<file path="config.mk">
export PLATFORM = sky130hd
export DESIGN_NAME = dm_arbiter
export DESIGN_NICKNAME = d
export VERILOG_FILES = /design/src/rtl/dm_arbiter.sv
export SDC_FILE = /design/constraint.sdc
export NUM_CORES = 1
export LEC_CHECK = 0
export CORE_ASPECT_RATIO = 1.75
export CORE_UTILIZATION = 37
export CTS_CLUSTER_DIAMETER = 50
export DETAILED_ROUTE_END_ITERATION = 8
export PLACE_DENSITY = 0.88
export SYNTH_ARGS = -nofsm -noshare
export SYNTH_HDL_FRONTEND = slang
export SYNTH_SLANG_ARGS = --single-unit
</file>
<file path="constraint.sdc">
create_clock -name clk -period 1.5 [get_ports clk]
set_clock_uncertainty 0.15 [all_clocks]
set_input_delay 0.3 -clock clk [delete_from_list [all_inputs] [get_ports clk]]
set_output_delay 0.3 -clock clk [all_outputs]
set_load 0.005 [all_outputs]
</file>
<file path="src/rtl/dm_arbiter.sv">
// rtl/dm_arbiter.sv - two-port data-memory arbiter (cpu / debug) in front of a single-port DM
// Optional feature: define DM_ARB_RR_EN for round-robin tie-breaking instead of cpu priority with starvation guard.
module dm_arbiter #(
    parameter int ADDR_W       = 32,
    parameter int STARVE_LIMIT = 4
) (
    input  logic              clk,
    input  logic              rst,
    input  logic              cpu_req,
    input  logic              cpu_we,
    input  logic [3:0]        cpu_be,
    input  logic [ADDR_W-1:0] cpu_addr,
    input  logic [31:0]       cpu_wdata,
    output logic [31:0]       cpu_rdata,
    output logic              cpu_ack,
    output logic              cpu_stall,
    input  logic              dbg_req,
    input  logic              dbg_we,
    input  logic [3:0]        dbg_be,
    input  logic [ADDR_W-1:0] dbg_addr,
    input  logic [31:0]       dbg_wdata,
    output logic [31:0]       dbg_rdata,
    output logic              dbg_ack,
    output logic              mem_en,
    output logic              mem_we,
    output logic [3:0]        mem_be,
    output logic [ADDR_W-1:0] mem_addr,
    output logic [31:0]       mem_wdata,
    input  logic [31:0]       mem_rdata
);

    typedef enum logic [1:0] {
        IDLE,
        ISSUE,
        CAPTURE,
        ACK
    } state_t;

    state_t state;
    state_t state_next;
    logic   grant_dbg;
    logic   winner_dbg;

`ifdef DM_ARB_RR_EN
    logic rr_last;

    // On a tie the port that was not served last goes next.
    always_comb begin
        grant_dbg = dbg_req && (!cpu_req || !rr_last);
    end
`else
    localparam logic [3:0] LIMIT = 4'(STARVE_LIMIT);
    logic [3:0] starve_cnt;

    always_comb begin
        grant_dbg = dbg_req && (!cpu_req || (starve_cnt == LIMIT));
    end
`endif

    assign cpu_stall = cpu_req && !cpu_ack;

    always_ff @(posedge clk or negedge rst) begin
        if (!rst) begin
            state <= IDLE;
        end else begin
            state <= state_next;
        end
    end

    always_comb begin
        state_next = state;
        case (state)
            IDLE:    if (cpu_req || dbg_req) state_next = ISSUE;
            ISSUE:   state_next = CAPTURE;
            CAPTURE: state_next = ACK;
            ACK:     state_next = IDLE;
            default: state_next = IDLE;
        endcase
    end

    always_ff @(posedge clk or negedge rst) begin
        if (!rst) begin
            winner_dbg <= 1'b0;
            mem_en     <= 1'b0;
            mem_we     <= 1'b0;
            mem_be     <= '0;
            mem_addr   <= '0;
            mem_wdata  <= '0;
            cpu_ack    <= 1'b0;
            dbg_ack    <= 1'b0;
            cpu_rdata  <= '0;
            dbg_rdata  <= '0;
`ifdef DM_ARB_RR_EN
            rr_last    <= 1'b0;
`else
            starve_cnt <= '0;
`endif
        end else begin
            case (state)
                IDLE: begin
                    if (cpu_req || dbg_req) begin
                        winner_dbg <= grant_dbg;
                        mem_en     <= 1'b1;
                        mem_we     <= grant_dbg ? dbg_we    : cpu_we;
                        mem_be     <= grant_dbg ? dbg_be    : cpu_be;
                        mem_addr   <= grant_dbg ? dbg_addr  : cpu_addr;
                        mem_wdata  <= grant_dbg ? dbg_wdata : cpu_wdata;
`ifdef DM_ARB_RR_EN
                        rr_last    <= grant_dbg;
`else
                        if (grant_dbg) begin
                            starve_cnt <= '0;
                        end else if (dbg_req && (starve_cnt != LIMIT)) begin
                            starve_cnt <= starve_cnt + 4'd1;
                        end
`endif
                    end
                end
                ISSUE: mem_en <= 1'b0;
                CAPTURE: begin
                    // Writes also capture the DM output so both ops share one path.
                    if (winner_dbg) begin
                        dbg_rdata <= mem_rdata;
                        dbg_ack   <= 1'b1;
                    end else begin
                        cpu_rdata <= mem_rdata;
                        cpu_ack   <= 1'b1;
                    end
                end
                ACK: begin
                    cpu_ack <= 1'b0;
                    dbg_ack <= 1'b0;
                end
                default: ;
            endcase
        end
    end

endmodule

</file>
# Word-level counts from Yosys, hierarchy flattened
# Index checks and enable logic that the tools add are counted.
[totals]
elab_cells = 54
ff_bits = 143
[classes]
reduce_logical = 18
mux = 14
bitwise_logic = 1
add_sub_neg = 1
n_eq_ne = 8
[ops]
columns = ["op", "count"]
rows = [
  ["$mux 32", 2],
  ["$mux 4", 3],
  ["$reduce_and 2->1", 6],
  ["$pmux 2 s4", 1],
  ["$ne 2x2->1 const B", 3],
  ["$pmux 1 s2", 3],
  ["$reduce_bool 2->1", 3],
  ["$add 4x1->4 const B", 1],
  ["$eq 2x2->1 const B", 2],
  ["$eq 4x3->1 const B", 1],
  ["$mux 1", 4],
  ["$ne 4x3->1 const B", 1],
  ["$logic_and 1x1->1", 3],
  ["$reduce_and 3->1", 1],
  ["$eq 2x1->1 const B", 1],
  ["$logic_not 1->1", 2],
  ["$logic_not 2->1", 1],
  ["$logic_or 1x1->1", 2],
  ["$mux 2", 1],
  ["$not 1->1", 1],
]

# Depth between registers and ports, before layout
[logic_depth]
depth_word = 5
mapped_depth = 8

# Worst setup path before layout
# OpenSTA, ideal clock, no wires.
[synth_timing]
path_kind = "reg2reg"
start = "register starve_cnt[0]"
end = "register mem_addr[30]"
setup_time_ns = 0.131
path_stages_with_launch = 8
setup_slack_ns = -0.176
period_less_slack_ns = 1.676
t_arrival_ns = 1.395
path_cell_list = "dfrtp_1 inv_1 ha_1 and3b_2 o21ai_4 buf_6 buf_6 o211ai_1"
[synth_via]
elab_chain_len = 4
[synth_lines]
columns = ["item", "line", "source"]
rows = [
  ["start: declaration", "53", "logic [3:0] starve_cnt;"],
  ["start signal: assignment", "114", "starve_cnt <= starve_cnt + 4'd1;"],
  ["$eq 4x3->1", "56", "grant_dbg = dbg_req && (!cpu_req || (starve_cnt == LIMIT));"],
  ["$logic_or 1x1->1", "56", ""],
  ["$logic_and 1x1->1", "56", ""],
  ["$mux 32", "106", "mem_addr <= grant_dbg ? dbg_addr : cpu_addr;"],
  ["end signal: assignment", "106", ""],
  ["end: declaration", "27", "output logic [ADDR_W-1:0] mem_addr,"],
]
# No other way between the ends.
# A chain may end at the register's enable or synchronous reset.

# Worst setup path in the final report
[layout_timing]
start = "register starve_cnt[0]"
end = "register mem_addr[11]"
# Same word-level chain as after synthesis.

==> impl_metrics.py <==
metrics = {
    "pwr": {
        "p_leak_nw": 5.31,
        "totalPowerFinal_mw": 23.4,
        "peakVddDrop_mv": 0.910,
        "p_per_area_nw_per_um2": 2010,
    },
    "synth": {
        "yosysTopAreaCell": "dfrtp_1",
        "synth.most_common_cell": "nand2_1",
        "yosys.area.top_type_share_pct": 56.0,
        "synth_cell_types": 35,
        "netlist_top_cells_count": "242 x nand2_1, 143 x dfrtp_1, 70 x nand4_1",
        "syn_area_um2": 6390,
        "synth_warnings": 0,
        "synth_ff_type": "dfrtp_1",
        "syn_inst": 654,
        "synth_edf_count": 0,
        "yosysSeqAreaShare_pct": 56.0,
        "synthTopCellsByArea": "dfrtp_1 56%, nand2_1 14%, o211ai_1 8.1%",
        "synth-seq-cells": 143,
        "postSynth.asyncResetShare_pct": 100,
        "synth_area_per_cell_um2": 9.76,
        "syn-num-nets": 834,
    },
    "finish": {
        "regArea_um2": 3580,
        "fillers": 1174,
        "layout-drive-gt1-share_pct": 27.0,
        "design_area_um2": 11700,
        "multiInputGateArea_um2": 3020,
        "finalNetCount": 1209,
        "diodes": 0,
        "instances_no_fill": 1269,
        "area_delta_synth_final_pct": 82.9,
    },
    "detailed_routing": {
        "antenna_left": 0,
        "drt-total-wl_um": 26800,
        "drc_errors": 0,
        "firstDrtPassIters": 4,
        "drt_iter0_markers": 284,
        "viasPerCell": 5.42,
        "routedWlPerCell_um": 21.1,
        "dr_total_vias": 6874,
    },
    "critical_path": {
        "cp-end-kind": "flop",
        "crit_required_ps": 1630,
        "cp_max_fo": 7,
        "cp_slowest_stage_delay_ps": 390,
        "critical_path_class": "reg2reg",
        "crit_family": "buffers and inverters",
        "cp-start-kind": "flop",
        "crit_slowest_cell": "dfrtp_1",
        "cp.depth": 7,
        "path_cells": "inv_2 -> ha_4 -> and3b_2 -> o21ai_4 -> buf_6 -> clkbuf_16 -> o211ai_1",
        "arrival_ps": 1900,
        "r2r_cells": 7,
        "path_buf_inv": 3,
    },
    "die": {
        "core_area_um2": 16900,
        "pin_count": 311,
        "die_x_um": 101,
        "die_h_um": 176,
        "placementRows": 63,
        "die_area_um2": 17800,
        "initial_utilization_pct": 37.7,
    },
    "placed_design": {
        "place_area_um2": 10100,
        "dpl.hpwl_um": 15400,
        "place_congestion": 0.854,
        "dp.cells": 1178,
        "io_buffer_count": 310,
    },
    "timing": {
        "hold_viol": 0,
        "fin_crit_ps": 1770,
        "rsz0062_at_grt": "yes",
        "setup_viol": 140,
        "worst_slack_ps": -272,
        "worst_slew_pin_slew_ps": 377,
        "setup_tns_ps": -20240,
        "clock.fmax_mhz": 564,
        "hold-worst-slack_ps": 182,
        "fin_crit_sh_pct": 118,
        "max_slew_margin_pct": 74.6,
        "report.final.slew_viol_count": 0,
    },
    "outcome": {
        "violations": "negative setup slack",
        "status": "finished, violations left",
    },
    "global_route": {
        "grt_max_degree": 40,
        "overflow": 0,
        "antenna_found_initial": 1,
        "grt_util_all_layers_pct": 25.9,
        "first_global_vias": 6856,
        "grt_pass1_wl_um": 35300,
    },
    "cts": {
        "cts_tree": "yes",
        "clock-sinks": 143,
        "clock_latency_ps": 400,
        "cts_root_buffer": "clkbuf_16",
        "htreeDepth": 4,
        "cts.clk_slew.worst_paths_ps": 60,
        "clk_path_buf_depth": 2,
        "cts_buffers": 17,
    },
    "worst_hold_path": {
        "hold_class": "in2async",
    },
    "job": {
        "maxCapViolCount": 0,
    },
}
cells by family after synthesis:
logic type | count (synthesis) | synth area share [%]
muxes | 32 | 5.64
and+or+nand+nor | 328 | 22.8
DFF | 143 | 56.0
adders and majority gates | 6 | 1.18
buffers and inverters | 62 | 4.58
AOI/OAI and AO/OA | 83 | 9.78
timing repair:
action / 4_1_cts / 5_1_grt
gates cloned: 2 / 14
endpoints found under the hold margin: 143 / 0
pin swaps: 18 / 64
hold buffers: 1 / 0
setup endpoints to repair: 253 / 180
gates resized for setup: 311 / 164
buffers inserted: 31 / 14
final timing paths:
path	start	endpoint	slack, ps
setup / recovery	starve_cnt[0]	mem_addr[11]	-270
hold / removal	rst	cpu_rdata[21]	180
setup reg to reg	starve_cnt[0]	mem_addr[11]	-270
hold reg to reg	cpu_rdata[3]	cpu_rdata[3]	330
max in group asynchronous	rst	mem_addr[16]	480
min in group clk	cpu_req	mem_wdata[20]	270
through the flow:
step	utilization, %	worst slack [ps]
floorplan	-	-134
global placement	59.4	-367
detailed placement	59.4	-412
CTS	65.2	-175
global route	68.9	-305
finish	68.9	-272
registers in the layout (all words and copies together) (netlist names):
signal	cells
cpu_ack	1
cpu_rdata	32
dbg_ack	1
dbg_rdata	32
mem_addr	32
mem_be	4
mem_en	1
mem_wdata	32
mem_we	1
starve_cnt	4
state	2
winner_dbg	1
layout by cell type, fill, tap and decap left out, drive strengths merged, types with 3 or more instances in the layout:
cell type and instances:
bufinv 3, o211ai 69, ha 6, clkinv 3, nor2 3, dfrtp 143
nand4 70, buf 101, clkbuf 63, clkdlybuf4s50 171, nand2 242, inv 8
o21ai 5, clkdlybuf4s15 96, clkinvlp 4, mux2 32
cell type report:
class	count	share of cell area, %
clock inverters	12	1.37
well taps	227	2.43
multi-input cells	449	25.9
flip-flops and latches	143	30.6
repair buffers	412	35.7
inverters	6	0.193
clock buffers	20	3.74
layer usage:
layer	vias up	routed length, um	GRT usage [%]
met5	-	16	0
met4	2	1100	12.1
met3	80	1620	6.01
met2	347	14600	46.9
met1	3408	9450	27.8
li1	3037	-	-
where the power goes:
group / internal [mW] / switching (mW) / total [mW]
Sequential: 5.76 / 1.20 / 6.96
Combinational: 6.47 / 5.65 / 12.1
Clock: 2.63 / 1.74 / 4.37
(Power assumes the default switching activity.)
